File: src/rtl/conv_window_sched_pkg.sv
// Shared types and default geometry for the convolution window scheduler.
package conv_window_sched_pkg;

  typedef enum logic [1:0] {
    S_IDLE  = 2'd0,
    S_RUN   = 2'd1,
    S_DRAIN = 2'd2,
    S_DONE  = 2'd3
  } state_t;

  localparam int KERNEL_DEF = 3;
  localparam int IMG_W_DEF  = 8;
  localparam int IMG_H_DEF  = 8;
  localparam int LAT_DEF    = 2;
  localparam int CW_DEF     = 8;

  // Output map side for stride 1, no padding.
  function automatic int out_dim(input int img, input int kernel);
    return img - kernel + 1;
  endfunction

endpackage

File: src/rtl/conv_window_sched_win_counter.sv
// Row-major window origin counter; wraps to (0,0) after the last window.
module conv_window_sched_win_counter #(
  parameter int CW    = 8,
  parameter int OUT_W = 6,
  parameter int OUT_H = 6
) (
  input  logic          clk,
  input  logic          rst,
  input  logic          clr,
  input  logic          inc,
  output logic [CW-1:0] row,
  output logic [CW-1:0] col,
  output logic          last
);

  localparam logic [CW-1:0] COL_MAX = CW'(OUT_W - 1);
  localparam logic [CW-1:0] ROW_MAX = CW'(OUT_H - 1);
  localparam logic [CW-1:0] ONE     = CW'(1);

  assign last = (row == ROW_MAX) && (col == COL_MAX);

  always_ff @(posedge clk or posedge rst) begin
    if (rst) begin
      row <= '0;
      col <= '0;
    end else if (clr) begin
      row <= '0;
      col <= '0;
    end else if (inc) begin
      if (col == COL_MAX) begin
        col <= '0;
        row <= (row == ROW_MAX) ? '0 : row + ONE;
      end else begin
        col <= col + ONE;
      end
    end
  end

endmodule

File: src/rtl/conv_window_sched.sv
// Window scheduler for one ConvLayer_calc datapath over an IMG_H x IMG_W map.
// Define CONV_SCHED_STALL_EN to add win_valid gating of window issue.
//
// state   | meaning
// S_IDLE  | waiting for start
// S_RUN   | issuing windows (calc_en)
// S_DRAIN | all windows issued, collecting en_out returns
// S_DONE  | one-cycle done pulse
module conv_window_sched
  import conv_window_sched_pkg::*;
#(
  parameter int KERNEL = KERNEL_DEF,
  parameter int IMG_W  = IMG_W_DEF,
  parameter int IMG_H  = IMG_H_DEF,
  parameter int LAT    = LAT_DEF,
  parameter int CW     = CW_DEF
) (
  input  logic            clk,
  input  logic            rst,
  input  logic            start,
`ifdef CONV_SCHED_STALL_EN
  input  logic            win_valid,
`endif
  output logic [CW-1:0]   win_row,
  output logic [CW-1:0]   win_col,
  output logic            calc_en,
  input  logic            calc_en_out,
  output logic            out_wr,
  output logic [2*CW-1:0] out_addr,
  output logic            busy,
  output logic            done,
  output logic            err
);

  localparam int OUT_W = out_dim(IMG_W, KERNEL);
  localparam int OUT_H = out_dim(IMG_H, KERNEL);
  localparam int NWIN  = OUT_W * OUT_H;
  localparam int TW    = $clog2(LAT + 3);

  localparam logic [2*CW-1:0] NWIN_V   = (2*CW)'(NWIN);
  localparam logic [2*CW-1:0] ONE_W    = (2*CW)'(1);
  localparam logic [TW-1:0]   TMO_LOAD = TW'(LAT + 2);
  localparam logic [TW-1:0]   TMO_ONE  = TW'(1);

  if (longint'(NWIN) >= (longint'(1) << (2*CW))) begin : g_nwin_check
    $error("conv_window_sched: NWIN does not fit in 2*CW bits");
  end

  state_t          state;
  logic            run_q;
  logic [2*CW-1:0] issued;
  logic [2*CW-1:0] ret;
  logic [2*CW-1:0] ret_next;
  logic [TW-1:0]   tmo;
  logic            last;
  logic            issue;
  logic            ret_ok;
  logic            spurious;

`ifdef CONV_SCHED_STALL_EN
  assign issue = run_q & win_valid;
`else
  assign issue = run_q;
`endif

  assign calc_en  = issue;
  // A return is only legal while a window is outstanding; anything else is flagged.
  assign ret_ok   = calc_en_out & busy & (issued != ret);
  assign spurious = calc_en_out & ~ret_ok;
  assign ret_next = ret + (ret_ok ? ONE_W : '0);
  assign out_wr   = ret_ok;
  assign out_addr = ret;

  conv_window_sched_win_counter #(
    .CW    (CW),
    .OUT_W (OUT_W),
    .OUT_H (OUT_H)
  ) u_win_counter (
    .clk  (clk),
    .rst  (rst),
    .clr  ((state == S_IDLE) && start),
    .inc  (issue),
    .row  (win_row),
    .col  (win_col),
    .last (last)
  );

  always_ff @(posedge clk or posedge rst) begin
    if (rst) begin
      state  <= S_IDLE;
      run_q  <= 1'b0;
      busy   <= 1'b0;
      done   <= 1'b0;
      err    <= 1'b0;
      issued <= '0;
      ret    <= '0;
      tmo    <= '0;
    end else begin
      if (issue) issued <= issued + ONE_W;
      if (ret_ok) ret <= ret_next;
      if (spurious) err <= 1'b1;
      case (state)
        S_IDLE: begin
          if (start) begin
            state  <= S_RUN;
            run_q  <= 1'b1;
            busy   <= 1'b1;
            issued <= '0;
            ret    <= '0;
            err    <= 1'b0;
          end
        end
        S_RUN: begin
          if (issue && last) begin
            state <= S_DRAIN;
            run_q <= 1'b0;
            tmo   <= TMO_LOAD;
          end
        end
        S_DRAIN: begin
          // The timeout down-counter restarts on every return.
          if (ret_next == NWIN_V) begin
            state <= S_DONE;
            busy  <= 1'b0;
            done  <= 1'b1;
          end else if (ret_ok) begin
            tmo <= TMO_LOAD;
          end else if (tmo == TMO_ONE) begin
            err   <= 1'b1;
            state <= S_DONE;
            busy  <= 1'b0;
            done  <= 1'b1;
          end else begin
            tmo <= tmo - TMO_ONE;
          end
        end
        S_DONE: begin
          done  <= 1'b0;
          state <= S_IDLE;
        end
        default: state <= S_IDLE;
      endcase
    end
  end

endmodule

File: config.mk
export PLATFORM = sky130hd
export DESIGN_NAME = conv_window_sched
export DESIGN_NICKNAME = d
export VERILOG_FILES = /design/src/rtl/conv_window_sched_pkg.sv /design/src/rtl/conv_window_sched_win_counter.sv /design/src/rtl/conv_window_sched.sv
export SDC_FILE = /design/constraint.sdc
export NUM_CORES = 1
export LEC_CHECK = 0
export ABC_AREA = 1
export CORE_MARGIN = 1
export CORE_UTILIZATION = 57
export CTS_CLUSTER_DIAMETER = 60
export DETAILED_ROUTE_END_ITERATION = 10
export PLACE_DENSITY_LB_ADDON = 0.15
export SYNTH_ARGS = -nofsm -noshare
export SYNTH_HDL_FRONTEND = slang
export SYNTH_SLANG_ARGS = --single-unit
File: constraint.sdc
create_clock -name clk -period 3 [get_ports clk]
set_input_delay 0.6 -clock clk [delete_from_list [all_inputs] [get_ports clk]]
set_output_delay 0.6 -clock clk [all_outputs]
set_load 0.01 [all_outputs]
==> impl_metrics.py <==
metrics = {
    "timing": {
        "slew_violations": 0,
        "finalCritPeriodShare_pct": 90.8,
        "hold_ws_ns": 0.483,
        "worst_slew_pin_slew_ns": 0.714,
        "setup_viol": 0,
        "fin_skew_ns": 0.0111,
        "max_freq_mhz": 367,
        "fin_crit_ns": 2.72,
        "finalHoldViolations": 0,
        "maxSlewHeadroom_pct": 52.0,
    },
    "logic_synthesis": {
        "synth_seq_area_share_pct": 39.4,
        "synth_seq_cells": 57,
        "yosysTopAreaCell": "dfrtp_1",
        "synth.area.top_cells": "dfrtp_1, nand2_1, inv_1, nor2_1, o21ai_0",
        "synth_most_common_cell": "nand2_1",
        "synth_area_per_cell_um2": 7.11,
        "yosysWarnings": 0,
        "synth_common_cells": "nand2_1, inv_1, nor2_1",
        "synth_top_cell_area_share_pct": 39.4,
        "synthFlopType": "dfrtp_1",
        "synth-edff-count": 0,
        "synth.net_count": 527,
        "netlist_area_um2": 3620,
        "yosys.cell_types.count": 33,
        "async_flop_share_pct": 100,
        "synth_cells": 509,
    },
    "cts": {
        "cts_tree": "done",
        "ctsHoldBuffers": 0,
        "clk-insertion-delay-late_ns": 0.36,
        "path_clk_slew_ns": 0.07,
        "root_buffer": "clkbuf_8",
        "htreeDepth": 3,
        "cts-buffers-inserted": 9,
        "clock_path_buffers": 2,
        "clkSinkCount": 57,
    },
    "global_routing": {
        "antenna_found_initial": 0,
        "grt_usage_pct": 30.0,
        "grt_pass1_wl_um": 14900,
        "overflow": 0,
        "first_global_vias": 3312,
        "grt_max_degree": 33,
    },
    "layout": {
        "regArea_um2": 1440,
        "syn2layout_area_growth_pct": 23.1,
        "fin_cells": 651,
        "layout.nets": 589,
        "nFillCells": 490,
        "num_antenna_cells": 0,
        "design_area_um2": 4450,
        "fin_util_pct": 73.9,
        "multi_input_area_um2": 1900,
        "layout-drive-gt1-share_pct": 13.9,
    },
    "routing": {
        "vias_per_cell": 5.62,
        "wl_um": 9230,
        "routedWlPerCell_um": 14.2,
        "drt_iter0_drc": 201,
        "vias": 3656,
        "drc": 0,
        "ant_nets": 0,
        "drtPass1Iterations": 5,
    },
    "worst_setup_path": {
        "critPathCapture": "out_wr",
        "crit_start": "issued[6]",
        "r2r-end": "state[0]",
        "crit_chain": "inv_1 > nand2_1 > nand2_1 > nor2_1 > nand2_1 > nor2_1 > nand2_1 > nand2_2 > inv_2 > buf_4 > clkdlybuf4s50_1",
        "worstPathArrival_ns": 2.12,
        "crit_family": "buffers and inverters",
        "worst-path-stages": 11,
        "slowest_delay_ns": 0.49,
        "path_max_fanout": 10,
        "worst_setup_path_end_kind": "primary output",
        "critPathMostFrequentCell": "nand2_1",
        "cp_slowest_cell": "clkdlybuf4s50_1",
        "cp.required_ns": 2.40,
        "worst-path-buf-inv": 4,
        "path_class": "flop to primary output",
        "reg2reg_depth": 25,
        "worst-r2r-setup-slack_ns": 0.29,
        "startpoint_type": "flop",
        "r2r_start": "issued[6]",
    },
    "min_path": {
        "hp-class": "flop to flop",
        "min_from": "tmo[1]",
    },
    "power_and_ir_drop": {
        "cellPowerDensity_nw_per_um2": 936,
        "power_mw": 4.17,
        "irDropWorstVdd_uv": 577,
        "leakage_nw": 2.10,
    },
    "status": {
        "status": "complete, no violations",
    },
    "die": {
        "die_w_um": 81.7,
        "ios": 41,
        "die_h_um": 81.7,
        "start_util_pct": 60.0,
        "core_area_um2": 6030,
        "die-area_um2": 6670,
        "rows": 28,
    },
    "placed_design": {
        "place_inst": 629,
        "dpl-instance-area_um2": 4190,
        "place_congestion": 0.911,
        "dp_hpwl_um": 6570,
        "port_buffers": 40,
    },
    "run": {
        "max_cap_violations": 0,
    },
}
per-stage QoR:
step	TNS, ns	setup slack [ns]
2_1_floorplan	0	0.309
3_3_place_gp	0	0.0391
3_5_place_dp	-0.223	-0.0657
4_1_cts	0	0.180
5_1_grt	-0.0167	-0.0145
6_report	0	0.277
where the power goes:
part	switching [mW]	internal, mW	total [mW]
Sequential	0.301	1.03	1.33
Combinational	1.20	0.956	2.16
Clock	0.343	0.340	0.683
metal layers:
layer / part of all wire, % / global-route usage (%) / wire [um] / vias to the layer above
li1: - / - / - / 1773
met1: 43 / 39.1 / 3940 / 1702
met2: 48 / 48.3 / 4450 / 147
met3: 6.0 / 6.00 / 551 / 34
met4: 3.1 / 13.5 / 285 / 0
met5: 0 / 0 / 0 / -
flip-flops by register name, indices dropped and copies added, names as in the netlist:
name / cells
state: 2
busy: 1
calc_en: 1
tmo: 3
u_win_counter.row: 8
out_addr: 16
issued: 16
u_win_counter.col: 8
err: 1
done: 1
worst min-delay path by stage:
stage	end	slack, ns	cells past startpoint
after floorplan	tmo[1]	0.44	2
after global placement	tmo[1]	0.46	2
after detailed placement	tmo[1]	0.47	2
after CTS	tmo[1]	0.48	2
after global routing	tmo[1]	0.53	2
final	tmo[1]	0.48	2
repair_timing:
item | CTS | global route
resized for setup | 0 | 21
setup buffers | 0 | 6
endpoints found under the setup margin | 0 | 8
worst reg2reg max path, stage by stage, from the launching register on:
cell and delay (ns):
dfrtp_1 0.45, inv_1 0.06, nand2_1 0.06, nand2_1 0.05
nor2_1 0.14, nand2_1 0.07, nor2_1 0.09, nand2_1 0.07
nand2_2 0.07, inv_2 0.05, ha_4 0.16, ha_4 0.16
nand2_1 0.06, inv_1 0.07, nor2_2 0.10, nand2_1 0.06
nor2_1 0.11, nand2_1 0.06, nor2_1 0.10, nand2_1 0.11
nor2_4 0.15, nand2_2 0.09, nand2_4 0.10, nand2_2 0.05
nand2_1 0.06, nand2_1 0.04
area by class of cell:
| type | count | share of cell area [%] |
|---|---|---|
| repair buffers | 60 | 12.6 |
| inverters | 75 | 6.32 |
| well taps | 75 | 2.11 |
| multi-input cells | 368 | 42.6 |
| clock buffers | 11 | 3.40 |
| flip-flops and latches | 57 | 32.3 |
| clock inverters | 5 | 0.674 |
cell usage in the layout (no fill, tap or decap), drive strengths merged:
cell type | netlist | layout
o21ai | 39 | 39
clkinvlp | 0 | 2
clkbuf | 3 | 11
clkdlybuf4s50 | 0 | 40
o21a | 3 | 3
nand2 | 131 | 131
ha | 14 | 14
nand4 | 16 | 16
inv | 75 | 75
nand3 | 29 | 29
nor4 | 3 | 3
or2 | 1 | 1
nor2 | 71 | 71
clkinv | 0 | 3
xnor2 | 2 | 2
nor3b | 3 | 3
o32ai | 1 | 1
buf | 6 | 20
xor2 | 6 | 6
nand3b | 2 | 2
a211oi | 3 | 3
a31oi | 3 | 3
nor3 | 11 | 11
dfrtp | 57 | 57
a21oi | 30 | 30
cells by family (layout without fill, tap and decap cells):
| group | Yosys count | after routing | share of synthesized area [%] |
|---|---|---|---|
| DFF | 57 | 57 | 39.4 |
| and+or+nand+nor | 267 | 267 | 33.2 |
| xor gates and xnor gates | 8 | 8 | 1.94 |
| AOI/OAI and AO/OA | 79 | 79 | 11.7 |
| buffers and inverters | 84 | 151 | 8.96 |
| adders and majority gates | 14 | 14 | 4.84 |
(Power assumes the default switching activity.)
